File: config.mk
export PLATFORM = sky130hd
export DESIGN_NAME = fetcher_icache
export DESIGN_NICKNAME = d
export VERILOG_FILES = /design/src/rtl/fetcher_icache.sv
export SDC_FILE = /design/constraint.sdc
export NUM_CORES = 1
export LEC_CHECK = 0
export ABC_CLOCK_PERIOD_IN_PS = 4300
export CORE_UTILIZATION = 55
export DETAILED_ROUTE_END_ITERATION = 8
export GPL_TIMING_DRIVEN = 0
export MAX_ROUTING_LAYER = met4
export PLACE_DENSITY_LB_ADDON = 0.25
export SLEW_MARGIN = 20
export SYNTH_ARGS = -nofsm -noshare
export SYNTH_HDL_FRONTEND = slang
export SYNTH_SLANG_ARGS = --single-unit
File: constraint.sdc
create_clock -name clk -period 4.3 [get_ports clk]
set_input_delay 1.075 -clock clk [delete_from_list [all_inputs] [get_ports clk]]
set_output_delay 1.075 -clock clk [all_outputs]
set_load 0.02 [all_outputs]
File: src/rtl/fetcher_icache.sv
// Instruction fetch stage with a direct-mapped cache of one instruction per line: hits reach FETCHED one
// cycle after FETCH; misses hold a valid/ready read until ready; FETCHED holds until the core reaches DECODE.
module fetcher_icache #(
  parameter int PROGRAM_MEM_ADDR_BITS = 8,
  parameter int PROGRAM_MEM_DATA_BITS = 16,
  parameter int CACHE_LINES           = 8
) (
  input  logic                             clk,
  input  logic                             reset,
  input  logic [2:0]                       core_state,
  input  logic [PROGRAM_MEM_ADDR_BITS-1:0] current_pc,
  input  logic                             flush,
  output logic                             mem_read_valid,
  output logic [PROGRAM_MEM_ADDR_BITS-1:0] mem_read_address,
  input  logic                             mem_read_ready,
  input  logic [PROGRAM_MEM_DATA_BITS-1:0] mem_read_data,
  output logic [2:0]                       fetcher_state,
  output logic [PROGRAM_MEM_DATA_BITS-1:0] instruction,
  output logic [15:0]                      hit_count,
  output logic [15:0]                      miss_count
);
  localparam int IDX_BITS = $clog2(CACHE_LINES);
  localparam int TAG_BITS = PROGRAM_MEM_ADDR_BITS - IDX_BITS;

  localparam logic [2:0] S_IDLE      = 3'b000;
  localparam logic [2:0] S_FETCHING  = 3'b001;
  localparam logic [2:0] S_FETCHED   = 3'b010;
  localparam logic [2:0] CORE_FETCH  = 3'b001;
  localparam logic [2:0] CORE_DECODE = 3'b010;

  logic [2:0]                       r_state;
  logic                             r_mem_vld;
  logic [PROGRAM_MEM_ADDR_BITS-1:0] r_mem_addr;
  logic [PROGRAM_MEM_DATA_BITS-1:0] r_instr;
  logic [15:0]                      r_hit_cnt;
  logic [15:0]                      r_miss_cnt;
  logic                             r_flush_pending;
  logic [CACHE_LINES-1:0]           r_valid;
  logic [TAG_BITS-1:0]              r_tag  [CACHE_LINES];
  logic [PROGRAM_MEM_DATA_BITS-1:0] r_data [CACHE_LINES];

  logic [IDX_BITS-1:0] w_idx;
  logic [TAG_BITS-1:0] w_tag;
  logic [IDX_BITS-1:0] w_fill_idx;
  logic [TAG_BITS-1:0] w_fill_tag;
  logic                w_lookup;
  logic                w_hit;
  logic                w_fill_done;
  logic                w_fill_we;

  assign w_idx       = current_pc[IDX_BITS-1:0];
  assign w_tag       = current_pc[PROGRAM_MEM_ADDR_BITS-1:IDX_BITS];
  assign w_fill_idx  = r_mem_addr[IDX_BITS-1:0];
  assign w_fill_tag  = r_mem_addr[PROGRAM_MEM_ADDR_BITS-1:IDX_BITS];
  assign w_lookup    = (r_state == S_IDLE) && (core_state == CORE_FETCH);
  // A flush in the lookup cycle forces a miss so stale kernel code is never returned.
  assign w_hit       = r_valid[w_idx] && (r_tag[w_idx] == w_tag) && !flush;
  assign w_fill_done = (r_state == S_FETCHING) && mem_read_ready;
  assign w_fill_we   = w_fill_done && !flush && !r_flush_pending;

  always_ff @(posedge clk) begin
    if (!reset) begin
      r_valid <= '0;
    end else if (flush) begin
      r_valid <= '0;
    end else if (w_fill_we) begin
      r_valid[w_fill_idx] <= 1'b1;
    end
  end

  always_ff @(posedge clk) begin
    if (reset && w_fill_we) begin
      r_tag[w_fill_idx]  <= w_fill_tag;
      r_data[w_fill_idx] <= mem_read_data;
    end
  end

  always_ff @(posedge clk) begin
    if (!reset) begin
      r_state         <= S_IDLE;
      r_mem_vld       <= 1'b0;
      r_mem_addr      <= '0;
      r_instr         <= '0;
      r_hit_cnt       <= '0;
      r_miss_cnt      <= '0;
      r_flush_pending <= 1'b0;
    end else begin
      case (r_state)
        S_IDLE: begin
          if (w_lookup) begin
            if (w_hit) begin
              r_instr <= r_data[w_idx];
              r_state <= S_FETCHED;
              if (r_hit_cnt != 16'hFFFF) r_hit_cnt <= r_hit_cnt + 16'd1;
            end else begin
              r_mem_vld       <= 1'b1;
              r_mem_addr      <= current_pc;
              r_state         <= S_FETCHING;
              r_flush_pending <= flush;
              if (r_miss_cnt != 16'hFFFF) r_miss_cnt <= r_miss_cnt + 16'd1;
            end
          end
        end
        S_FETCHING: begin
          if (mem_read_ready) begin
            r_mem_vld       <= 1'b0;
            r_instr         <= mem_read_data;
            r_state         <= S_FETCHED;
            r_flush_pending <= 1'b0;
          end else if (flush) begin
            r_flush_pending <= 1'b1;
          end
        end
        S_FETCHED: begin
          if (core_state == CORE_DECODE) r_state <= S_IDLE;
        end
        default: begin
          r_state   <= S_IDLE;
          r_mem_vld <= 1'b0;
        end
      endcase
    end
  end

  assign mem_read_valid   = r_mem_vld;
  assign mem_read_address = r_mem_addr;
  assign fetcher_state    = r_state;
  assign instruction      = r_instr;
  assign hit_count        = r_hit_cnt;
  assign miss_count       = r_miss_cnt;
endmodule

==> After elaboration in Yosys (flattened, before gate mapping) <==
Memory sizes are Yosys's and may differ from the RTL's.
Index checks and enable logic that the tools add are counted.
{ "word_totals": {"ramBits": 168, "memories": 2, "output_inout_bits": 60, "elab_cells": 76, "regBits": 69} }
{ "classes": {"magnitude_cmp": 3, "muxes": 24, "n_reduce_logical": 20, "n_eq_ne": 13, "n_addsub": 2, "bitwise_logic": 4} }
{ "memory_table": {"columns": ["name", "words", "width", "rd", "rd_ports_with_merged_regs", "wr", "line_no", "rtl"], "rows": [
  ["r_data", 8, 16, 1, 0, 1, "40", "logic [PROGRAM_MEM_DATA_BITS-1:0] r_data [CACHE_LINES];"],
  ["r_tag", 8, 5, 1, 0, 1, "39", "logic [TAG_BITS-1:0] r_tag [CACHE_LINES];"]
]} }
{ "op_table": {"columns": ["op", "count"], "rows": [
  ["$mux 16", 3],
  ["$add 16x1->16 const B", 2],
  ["$ne 16x16->1 const B", 2],
  ["$pmux 16 s2", 1],
  ["$reduce_and 4->1", 5],
  ["$mux 1", 11],
  ["$ne 2x2->1 const B", 5],
  ["$mux 3", 3],
  ["$pmux 3 s3", 1],
  ["$logic_and 1x1->1", 8],
  ["$lt 3x4->1 const B", 2],
  ["$or 8x8->8", 1],
  ["$eq 3x1->1 const B", 2],
  ["$eq 3x2->1 const B", 2],
  ["$reduce_and 3->1", 2],
  ["$eq 5x5->1", 1],
  ["$bmux 1 s3", 1],
  ["$demux 1 s3", 1],
  ["$ge 3x1->1 const B", 1],
  ["$logic_not 3->1", 1],
  ["$ne 3x3->1 const B", 1],
  ["$not 1->1", 3],
  ["$pmux 1 s3", 1],
  ["$logic_not 1->1", 2],
  ["other kinds (4)", 4]
]} }

==> Depth between registers and ports, before layout <==
{ "depth": {"depth_word": 7, "mapped_depth": 11} }

==> Worst setup path after synthesis <==
No wires, ideal clock.
{ "synth_timing": {"kind": "in2reg", "start": "input port current_pc[1]", "end": "register r_hit_cnt[15], in the netlist hit_count[15]", "setup_slack_ns": 0.658, "setup_ns": 0.070, "required_ns": 4.230, "n_path_buf": 3, "stages": 10, "t_arrival_ns": 3.572, "path_cell_list": "buf_6 mux2i_1 mux4_2 xnor2_1 or3_1 buf_2 or4_1 buf_2 or4_1 a21oi_1"} }
{ "synth_between": {"elab_chain_cells": 5} }
{ "synth_lines": {"columns": ["element", "line_no", "rtl"], "rows": [
  ["start: declaration", "11", "input logic [PROGRAM_MEM_ADDR_BITS-1:0] current_pc,"],
  ["$mem_v2 8x5 / $bmux 1 s3 (equally long branches)", null, null],
  ["$eq 5x5->1 / $mux 1 (equally long branches)", "57", "assign w_hit = r_valid[w_idx] && (r_tag[w_idx] == w_tag) && !flush;"],
  ["$logic_and 1x1->1 * (2 in a row)", "57", null],
  ["$reduce_and 4->1 (no source line) *", null, null],
  ["end signal: assignment", "94", "if (r_hit_cnt != 16'hFFFF) r_hit_cnt <= r_hit_cnt + 16'd1;"],
  ["end: declaration", "35", "logic [15:0] r_hit_cnt;"]
]} }
Every way passes the cells marked *; elsewhere a longest branch is shown, timed or not. The select of a mux whose other input is x is not followed.
A chain may end at the register's enable or synchronous reset.

==> Worst setup path in the final report <==
{ "layout_timing": {"start": "input port current_pc[1]", "end": "register r_instr[8], in the netlist instruction[8]"} }
{ "layout_between": {"elab_chain_cells": 6} }
{ "layout_lines": {"columns": ["element", "line_no", "rtl"], "rows": [
  ["$mem_v2 8x5 / $bmux 1 s3 (equally long branches)", null, null],
  ["$eq 5x5->1 / $mux 1 (equally long branches)", "57", null],
  ["$logic_and 1x1->1 (2 in a row)", "57", null],
  ["$ne 2x2->1 (no source line)", null, null],
  ["$reduce_and 4->1 (no source line)", null, null],
  ["end signal: assignment", "92", "r_instr <= r_data[w_idx];"],
  ["end signal: assignment", "107", "r_instr <= mem_read_data;"],
  ["end: declaration", "34", "logic [PROGRAM_MEM_DATA_BITS-1:0] r_instr;"]
]} }
Parallel ways exist; a longest one is shown, timed or not. The select of a mux whose other input is x is not followed.

==> results.txt <==
Status: finished clean
Power Internal: 3669 uW
Via count: 6590
Io pins: 91
Fin. Hold Viols: 0
DP HPWL: 15300 um
Number of flops mapped to enable cells by yosys: 168
# Post-CTS Setup Buffers: 0
Top cell type's share of synthesized area: 0.5238
Rel. slew slack: 0.3467
Combinational power share: 0.053
Synth cell types: 44
Power per cell area: 392.5 nW/um^2
Top-count cell post-synth: edfxtp_1
Root Driver: clkbuf_16
Height of the die: 134.3 um
Yosys warns: 0
CTS Hold Bufs: 0
Share of layout cells above drive strength 1: 0.1330
Post-place setup slack: -0.7343 ns
Clk_lat worst skew: 0.51 ns
Reg power frac: 0.527
Final Cycle Share: 0.9551
Fin Clk Skew: 0.01201 ns
CTS tree: done
Netlist Area Pre-Place: 9630 um^2
DIE AREA: 18040 um^2
Leakage: 0.003848 uW
Primary FF master, synth: edfxtp_1
Switching share of total power: 0.2092
Actual slew at the worst max-slew pin: 0.9725 ns
Port bufs: 89
Initial antenna violation count: 0
Remaining DRCs: 0
CP Launch Type: input port
VDD IR max: 291.8 uV
Slew Viols, Final: 0
Clk sinks: 236
Post-synth ARST share: 0
P_sw: 970.6 uW
Die extent in x: 134.3 um
Row cnt: 48
Unrepaired setup endpoints after global routing: no
Maximum clock frequency: 243.5 MHz
CP Data Arrival Time: 4.48 ns
Core area: 17180 um^2
Drt via density: 6.264
DRT Wirelength: 23290 um
Avg Inst Size Synth: 14.08 um^2
Final nets: 843
First-pass GRT wire length: 35420 um
Global Route Usage Sum: 0.2693
Clock Pin Slew Worst Setup and Hold Paths: 0.06 ns
Final setup fails: 0
Largest net degree at the start of global routing: 20
FF+latch count, synth: 236
Max Cap Viol: 0
Period minus WS final: 4.107 ns
Req. time, crit path: 4.67 ns
Starting density of the core: 0.5607
Avg WL per Cell: 22.14 um
Ant. Diodes: 0
Synth area leader: edfxtp_1
Post-synth top cells: edfxtp_1, dfxtp_1, nand2_1
Reg2reg setup slack: 1.36 ns
Sequential fraction of the synthesis area: 0.6652
Placed Area: 11070 um^2
Maximum root-to-sink buffer count: 3
Placer Congestion: 0.8369
Net Count, Synth: 717
Final worst slack: 0.1930 ns
Crit Path Category: input port to flop
Dominant cells by area after synthesis: edfxtp_1, dfxtp_1, mux4_2
Area grow syn2layout: 22.75%
Drt first pass iters: 5
Synth Instances: 684
Vias in the first global route: 6398
CTS buffer count: 23
Hold Path Class: flop to flop
Crit-path max FO: 10
ANT nets after route: 0
Post-route cell area: 11820 um^2
Drt initial violations: 548
Share of total power in the clock network: 0.420
Total power: 4640 uW
Total grt overflow: 0
H-Tree Depth: 1
Critical Path Sink Type: flop
Setup TNS: 0 ns
-- worst paths after layout --
path                          startpoint                          end  cells after the start
max                        current_pc[1]  instruction[8]$_SDFFE_PN0P_                     10
max reg2reg   miss_count[4]$_SDFFE_PN0P_   miss_count[6]$_SDFFE_PN0P_                      8
min reg2reg  instruction[6]$_SDFFE_PN0P_  instruction[6]$_SDFFE_PN0P_                      2
min          instruction[6]$_SDFFE_PN0P_  instruction[6]$_SDFFE_PN0P_                      2
-- flip-flops by register name, indices dropped and copies added, names as in the netlist --
signal / flops
r_data: 128
r_tag: 40
mem_read_valid: 1
hit_count: 16
instruction: 16
r_flush_pending: 1
miss_count: 16
fetcher_state: 2
mem_read_address: 8
r_valid: 8
-- critical path: stages --
cell and delay [ns]:
clkdlybuf4s50_1 0.56, buf_6 0.20, buf_2 0.33, mux2i_1 0.12, mux4_2 0.51, xor2_1 0.20, nand4_1 0.33, o31ai_4 0.54
clkbuf_1 0.42, o21ai_0 0.18
-- final cells by class --
class,instances,area [um^2]
sequential,236,6406
timing repair buffer,101,1105
buffer,43,190.2
tap,225,281.5
multi-input combinational,399,3095
clock buffer,33,623.1
clock inverter,9,97.59
fill,1187,5355
inverter,6,22.52
-- cell usage in the layout, fill, tap and decap left out, types with 3 or more instances in the layout --
cell type,instances
edfxtp_1,168
clkdlybuf4s50_1,89
nand2_1,68
dfxtp_1,68
o21ai_0,47
mux2i_1,43
mux4_2,39
nand3_1,37
clkbuf_1,27
nor2_1,26
clkbuf_16,23
a21oi_1,17
nand4_1,14
or4_1,13
nand2b_1,12
buf_1,9
o31ai_1,9
buf_2,7
clkbuf_2,7
nor2_4,6
nor4_1,6
xor2_1,6
inv_1,6
nor3_1,5
and3_1,5
clkinv_2,5
buf_16,5
buf_6,4
xnor2_1,4
or3_1,4
and4_1,4
buf_4,4
and2_1,3
o211ai_1,3
o311ai_0,3
-- layer usage --
| metal | global-route usage | share of wire |
|---|---|---|
| met4 | 0.09863 | 0.028 |
| met3 | 0.04611 | 0.080 |
| met1 | 0.3281 | 0.38 |
| met2 | 0.4531 | 0.51 |
| met5 | - | 0 |
-- power groups by stage --
| stage | sequential (uW) | clock (uW) | combinational [uW] |
|---|---|---|---|
| 6_report | 2450 | 1950 | 245 |
| 5_1_grt | 2450 | 2060 | 261 |
| 4_1_cts | 2450 | 1970 | 242 |
| 3_5_place_dp | 2500 | 0 | 240 |
| 3_3_place_gp | 2500 | 0 | 231 |
| 2_1_floorplan | 2500 | 0 | 122 |
-- timing repair --
action | 4_1_cts | 5_1_grt
setup endpoints to repair | 16 | 38
gates resized for setup | 1 | 16
pin swaps | 0 | 0
-- cell families after synthesis --
group / after synthesis / synth area share
other cells: 1 / 0.0003894
flops: 236 / 0.6652
buf+inv: 49 / 0.02118
xor+xnor: 10 / 0.009094
mux: 82 / 0.1359
fa+ha+maj: 2 / 0.002598
compound gates: 93 / 0.05691
simple gates: 211 / 0.1087
-- stage by stage --
stage | instances | hold WS (ns) | util
floorplan | 684 | 0.4315 | -
finish | 1052 | 0.4652 | 0.6882
global route | 1052 | 0.4933 | 0.6882
global placement | 998 | 0.4432 | 0.6289
CTS | 1052 | 0.4646 | 0.6868
detailed placement | 1010 | 0.4455 | 0.6446
No activity file was read; power rests on OpenSTA's default activity.
